<file path="src/rtl/tsc_sample_ctrl.sv">
// tsc_sample_ctrl: periodic ADC sampling controller with a circular
// pre/post-trigger capture buffer and registered readout port.
module tsc_sample_ctrl #(
   parameter int DEPTH      = 32,
   parameter int SAMPLE_DIV = 16,
   parameter int REQ_W      = 2,
   parameter int SETTLE     = 1,
   parameter int TIMEOUT    = 64,
   parameter int POST_CNT   = 8,
   localparam int AW        = $clog2(DEPTH)
) (
   input  logic          clk,
   input  logic          rst,
   input  logic          arm,
   input  logic          abort,
   input  logic [7:0]    thresh,
   output logic          adc_req,
   output logic          adc_rst,
   input  logic          adc_rdy,
   input  logic [7:0]    adc_dat,
   output logic          busy,
   output logic          done,
   output logic          err,
   output logic [AW-1:0] trig_pos,
   output logic [AW:0]   n_valid,
   input  logic [AW-1:0] rd_addr,
   output logic [7:0]    rd_data
);

   localparam int CW = 16;

   localparam logic [3:0] S_IDLE   = 4'd0;
   localparam logic [3:0] S_ARST   = 4'd1;
   localparam logic [3:0] S_REQ    = 4'd2;
   localparam logic [3:0] S_WAIT   = 4'd3;
   localparam logic [3:0] S_SETTLE = 4'd4;
   localparam logic [3:0] S_STORE  = 4'd5;
   localparam logic [3:0] S_GAP    = 4'd6;
   localparam logic [3:0] S_DONE   = 4'd7;
   localparam logic [3:0] S_ERR    = 4'd8;

   localparam logic [CW-1:0] ARST_LAST   = CW'(1);
   localparam logic [CW-1:0] REQ_LAST    = CW'(REQ_W - 1);
   localparam logic [CW-1:0] SETTLE_LAST = CW'(SETTLE - 1);
   localparam logic [CW-1:0] TMO_LAST    = CW'(TIMEOUT - 1);
   localparam logic [CW-1:0] DIV_LAST    = CW'(SAMPLE_DIV - 1);
   localparam logic [AW:0]   NV_MAX      = (AW+1)'(DEPTH);
   localparam logic [AW:0]   POST_LAST   = (AW+1)'(POST_CNT - 1);

   logic [3:0]    state;
   logic [3:0]    state_nx;
   logic          rdy_m;
   logic          rdy_s;
   logic [CW-1:0] st_cnt;
   logic [CW-1:0] div_cnt;
   logic [7:0]    thresh_q;
   logic [AW-1:0] wptr;
   logic [AW:0]   nval_q;
   logic          trig_seen;
   logic [AW:0]   post_q;
   logic [AW-1:0] trig_q;
   logic [7:0]    mem [DEPTH];
   logic [7:0]    rd_q;
   logic [AW-1:0] oldest;
   logic [AW-1:0] rd_idx;
   logic          idle_like;
   logic          arm_ok;
   logic          store_en;
   logic          hit;
   logic          post_done;

   assign idle_like = (state == S_IDLE) || (state == S_DONE) || (state == S_ERR);
   assign arm_ok    = arm && !abort && idle_like;
   assign store_en  = (state == S_STORE) && !abort;
   assign hit       = !trig_seen && (adc_dat > thresh_q);

   // Capture finishes on the trigger sample itself when no post samples are wanted.
   assign post_done = (hit && (POST_CNT == 0)) ||
                      (trig_seen && (POST_CNT != 0) && (post_q == POST_LAST));

   // Two-flop synchroniser for the asynchronous ready level.
   always_ff @(posedge clk or posedge rst) begin
      if (rst) begin
         rdy_m <= 1'b0;
         rdy_s <= 1'b0;
      end else begin
         rdy_m <= adc_rdy;
         rdy_s <= rdy_m;
      end
   end

   // Next-state decode; abort overrides everything, including a coincident arm.
   always_comb begin
      state_nx = state;
      if (abort) begin
         state_nx = S_IDLE;
      end else begin
         case (state)
            S_IDLE, S_DONE, S_ERR: begin
               if (arm) state_nx = S_ARST;
            end
            S_ARST: begin
               if (st_cnt == ARST_LAST) state_nx = S_REQ;
            end
            S_REQ: begin
               if (st_cnt == REQ_LAST) state_nx = S_WAIT;
            end
            S_WAIT: begin
               if (rdy_s)
                  state_nx = (SETTLE == 0) ? S_STORE : S_SETTLE;
               else if (st_cnt == TMO_LAST)
                  state_nx = S_ERR;
            end
            S_SETTLE: begin
               if (st_cnt == SETTLE_LAST) state_nx = S_STORE;
            end
            S_STORE: begin
               if (post_done)
                  state_nx = S_DONE;
               else if (div_cnt >= DIV_LAST)
                  state_nx = S_REQ;
               else
                  state_nx = S_GAP;
            end
            S_GAP: begin
               if (div_cnt >= DIV_LAST) state_nx = S_REQ;
            end
            default: state_nx = S_IDLE;
         endcase
      end
   end

   // State register.
   always_ff @(posedge clk or posedge rst) begin
      if (rst) state <= S_IDLE;
      else     state <= state_nx;
   end

   // Cycles spent in the current state, restarting on every state change.
   always_ff @(posedge clk or posedge rst) begin
      if (rst)
         st_cnt <= '0;
      else if (state_nx != state)
         st_cnt <= '0;
      else if (st_cnt != '1)
         st_cnt <= st_cnt + 1'b1;
   end

   // Cycles since the last REQ entry; GAP pads until the sample period elapses.
   always_ff @(posedge clk or posedge rst) begin
      if (rst)
         div_cnt <= '0;
      else if ((state_nx == S_REQ) && (state != S_REQ))
         div_cnt <= '0;
      else if (div_cnt != '1)
         div_cnt <= div_cnt + 1'b1;
   end

   // Buffer bookkeeping: pointers, fill level, trigger and post-trigger count.
   always_ff @(posedge clk or posedge rst) begin
      if (rst) begin
         thresh_q  <= '0;
         wptr      <= '0;
         nval_q    <= '0;
         trig_seen <= 1'b0;
         post_q    <= '0;
         trig_q    <= '0;
      end else if (arm_ok) begin
         thresh_q  <= thresh;
         wptr      <= '0;
         nval_q    <= '0;
         trig_seen <= 1'b0;
         post_q    <= '0;
         trig_q    <= '0;
      end else if (store_en) begin
         wptr <= wptr + 1'b1;
         if (nval_q != NV_MAX) nval_q <= nval_q + 1'b1;
         if (hit) begin
            trig_seen <= 1'b1;
            trig_q    <= wptr;
            post_q    <= '0;
         end else if (trig_seen) begin
            post_q <= post_q + 1'b1;
         end
      end
   end

   // Sample storage; contents are not reset.
   always_ff @(posedge clk) begin
      if (store_en) mem[wptr] <= adc_dat;
   end

   // Once the buffer has wrapped, the oldest entry is the next one to be overwritten.
   assign oldest = nval_q[AW] ? wptr : '0;
   assign rd_idx = oldest + rd_addr;

   // Registered readout relative to the oldest sample.
   always_ff @(posedge clk or posedge rst) begin
      if (rst) rd_q <= '0;
      else     rd_q <= mem[rd_idx];
   end

   assign adc_req  = (state == S_REQ) && !abort;
   assign adc_rst  = (state == S_ARST);
   assign busy     = !idle_like;
   assign done     = (state == S_DONE);
   assign err      = (state == S_ERR);
   assign trig_pos = trig_q;
   assign n_valid  = nval_q;
   assign rd_data  = rd_q;

endmodule
</file>
<file path="config.mk">
export PLATFORM = sky130hd
export DESIGN_NAME = tsc_sample_ctrl
export DESIGN_NICKNAME = d
export VERILOG_FILES = /design/src/rtl/tsc_sample_ctrl.sv
export SDC_FILE = /design/constraint.sdc
export NUM_CORES = 1
export LEC_CHECK = 0
export CORE_MARGIN = 3
export CORE_UTILIZATION = 61
export DETAILED_ROUTE_END_ITERATION = 8
export PLACE_DENSITY = 0.77
export SYNTH_ARGS = -nofsm -noshare
export SYNTH_HDL_FRONTEND = slang
export SYNTH_SLANG_ARGS = --single-unit
</file>
<file path="constraint.sdc">
create_clock -name clk -period 3.9 [get_ports clk]
set_input_delay 0.78 -clock clk [delete_from_list [all_inputs] [get_ports clk]]
set_output_delay 0.78 -clock clk [all_outputs]
set_load 0.005 [all_outputs]
</file>
==> results.py <==
metrics = {
    "logic_synthesis": {
        "seq_area_frac_synth": 0.6828,
        "synth_top_area_frac": 0.5459,
        "postSynthNetCount": 907,
        "ys_top_cells_by_area": "edfxtp_1, dfrtp_1, mux4_2, nor2_1, ha_1",
        "synth_top_cell_by_area": "edfxtp_1",
        "synth_area_sq_um": 14080,
        "async_reset_ff_frac": 0.2312,
        "synth_edf_count": 256,
        "postSynthAreaPerCell_sq_um": 16.43,
        "synth_seq_cells": 333,
        "synth_ff_type": "edfxtp_1",
        "yosysWarnings": 0,
        "ys_types": 56,
        "syn-instance-count": 857,
    },
    "cells_and_area": {
        "drive_above_1_share": 0.2133,
        "antennaDiodeCount": 0,
        "final_core_util": 0.7414,
        "nNetsFinal": 1012,
        "syn2layout_area_growth_pct": 17.03,
        "layout_common_cells": "edfxtp_1, nor2_1, mux4_2, dfrtp_1, buf_4",
        "final_cells": 1269,
        "final_common_cell": "edfxtp_1",
        "fillers": 1274,
    },
    "setup_path": {
        "crit_fanout": 13,
        "slowest_delay_ns": 0.58,
        "cp.buffers_inverters": 1,
        "cp.arrival_ns": 2.35,
        "required_ns": 3.12,
        "cp-end-kind": "output pin",
        "slowest_stage": "nor4b_1",
        "cp-start-kind": "register",
        "worstPathCellList": "nor4b_1, nor2b_1, clkdlybuf4s50_1",
        "critPathKind": "register to output pin",
        "crit_family": "simple AND/OR/NAND/NOR gates",
    },
    "power": {
        "leakagePower_uw": 0.005873,
        "power_density_nw_per_um2": 509.1,
        "peakVddDrop_mv": 0.5763,
    },
    "sta": {
        "max_freq_mhz": 319.7,
        "setup_viol": 0,
        "skew_ns": 0.02009,
        "timing.final.crit_share": 0.8021,
        "hold_viol": 0,
        "period_needed_ns": 3.128,
        "finalSetupTns_ns": 0,
        "worst_hold_slack_ns": 0.3613,
        "tightest_slew_ns": 0.8247,
        "slew-limit-headroom": 0.4430,
        "slew_viol_final": 0,
        "grt_setup_unrepaired": "false",
    },
    "drt": {
        "ant_nets": 0,
        "wire_per_inst_um": 24.95,
        "wirelength_mm": 31.66,
        "via_per_inst": 6.378,
        "drtPass1Iterations": 4,
        "vias": 8094,
        "drc_errors": 0,
        "drt_iter0_drc": 661,
    },
    "floorplanning": {
        "num_io_pins": 50,
        "start_util": 0.6335,
        "fp.dieW_um": 157.9,
        "die_area_sq_um": 24940,
        "core_area_sq_um": 22230,
        "placementRows": 54,
        "die_h_um": 157.9,
    },
    "placement": {
        "gp_congestion": 0.9097,
        "dpl.hpwl_mm": 20.07,
        "port_buffers": 49,
        "dpl.cell_count": 1205,
    },
    "grt": {
        "grt_max_degree": 46,
        "grt_first_pass_wirelength_mm": 48.54,
        "grt_antenna_before_repair": 0,
        "grt_pass1_vias": 8341,
        "overflow": 0,
        "grt_use_total": 0.2642,
    },
    "clocking": {
        "cts_tree": "done",
        "cts_root_buf": "clkbuf_16",
        "clk_path_buf_depth": 3,
        "cts-resized-gates": 0,
        "ctsHtreeMaxLevel": 2,
        "worstSkewPairLatency_ns": 0.52,
        "cts_setup_buffers": 0,
        "cts_buffers": 35,
        "clk_pin_slew_worst_paths_ns": 0.06,
        "clock-sinks": 333,
        "cts_hold_buf": 0,
    },
    "job": {
        "cap_violations": 0,
    },
    "hold_path": {
        "hold_path_class": "register to register",
    },
    "run_status": {
        "status": "finished clean",
    },
}
[layout make-up]
class / instances / area, sq um / share of cell area
inverter: 23 / 87.58 / 0.005315
clock inverter: 17 / 200.2 / 0.01215
sequential: 333 / 9614 / 0.5834
clock buffer: 47 / 1002 / 0.06082
multi-input combinational: 465 / 4259 / 0.2584
timing repair buffer: 104 / 965.9 / 0.05861
tap: 280 / 350.3 / 0.02126
[worst paths after layout]
path                             from           to  slack [ns]  cells past startpoint
max                          state[0]      adc_req        0.77                      3
min                             rdy_m        rdy_s        0.36                      0
max reg2reg                n_valid[5]   rd_data[4]        0.80                      7
min reg2reg                     rdy_m        rdy_s        0.36                      0
max in group asynchronous         rst   rd_data[5]        2.46                      3
min in group asynchronous         rst  trig_pos[0]        0.71                      2
[cell usage after synthesis (2+ instances only)]
| cell | instances |
|---|---|
| nor4b_1 | 2 |
| or3_1 | 4 |
| nand2b_1 | 2 |
| nor4_2 | 2 |
| nor4_1 | 4 |
| o21a_1 | 5 |
| nand3b_1 | 3 |
| mux4_2 | 80 |
| ha_1 | 23 |
| nand4_1 | 15 |
| clkbuf_1 | 21 |
| o21bai_1 | 2 |
| edfxtp_1 | 256 |
| mux2_2 | 9 |
| nor2_1 | 92 |
| a31oi_1 | 7 |
| o311a_1 | 2 |
| nand2_1 | 40 |
| and4_1 | 2 |
| a21o_1 | 5 |
| buf_1 | 7 |
| nand3_1 | 23 |
| dfrtp_1 | 77 |
| xnor2_1 | 14 |
| mux2i_1 | 7 |
| buf_2 | 7 |
| and4b_1 | 2 |
| inv_1 | 23 |
| a211o_1 | 2 |
| nor3_1 | 12 |
| and3_1 | 8 |
| xor2_1 | 25 |
| o21ai_0 | 21 |
| a211oi_1 | 2 |
| and2_1 | 7 |
| or3b_2 | 2 |
| nor2b_1 | 7 |
| a21oi_1 | 15 |
| or4_1 | 3 |
[through the flow]
| stage | instance area, sq um | setup slack, ns | power, uW |
|---|---|---|---|
| final | 16480 | 0.7719 | 8390 |
| after global routing | 16480 | 0.5896 | 8716 |
| after CTS | 16480 | 0.7534 | 8451 |
| after detailed placement | 15280 | 0.3257 | 5041 |
| after global placement | 15280 | 0.3558 | 4990 |
| after floorplan | 14080 | 0.5414 | 4736 |
[sequential cells by signal, summed over array words and instances (netlist names), 5 cells and up]
| name | count |
|---|---|
| trig_pos | 5 |
| n_valid | 6 |
| rd_data | 8 |
| div_cnt | 16 |
| post_q | 6 |
| thresh_q | 8 |
| wptr | 5 |
| st_cnt | 16 |
| mem | 256 |
[cells by family after synthesis]
logic type               after synthesis  synth area share
XOR/XNOR                              39           0.02426
multiplexers                          96            0.1401
AO/OA/AOI/OAI                         73           0.03386
buffers and inverters                 59           0.01688
flip-flops                           333            0.6828
adder cells (fa/ha/maj)               24           0.02186
AND/OR/NAND/NOR                      233           0.08024
[worst register-to-register path, delay by kind of cell (launching register included)]
kind | cells | cell delay, ns
and+or+nand+nor | 1 | 0.26
DFF | 1 | 0.48
muxes | 3 | 1.18
buffers and inverters | 1 | 0.32
adders and majority gates | 2 | 0.75
[power breakdown]
part | total (uW) | switching (uW) | leakage, uW | internal (uW)
sequential | 4120 | 157 | 0.00331 | 3960
clock | 3400 | 1320 | 0.000590 | 2080
combinational | 866 | 468 | 0.00197 | 398
total | 8390 | 1950 | 0.00587 | 6440
[routing by layer]
metal,share of wire,up-vias,GRT usage
met5,0,-,0
met2,0.49,385,0.4244
li1,-,3532,-
met3,0.090,55,0.05194
met4,0.025,0,0.08357
met1,0.40,4122,0.3748
(Power assumes the default switching activity.)
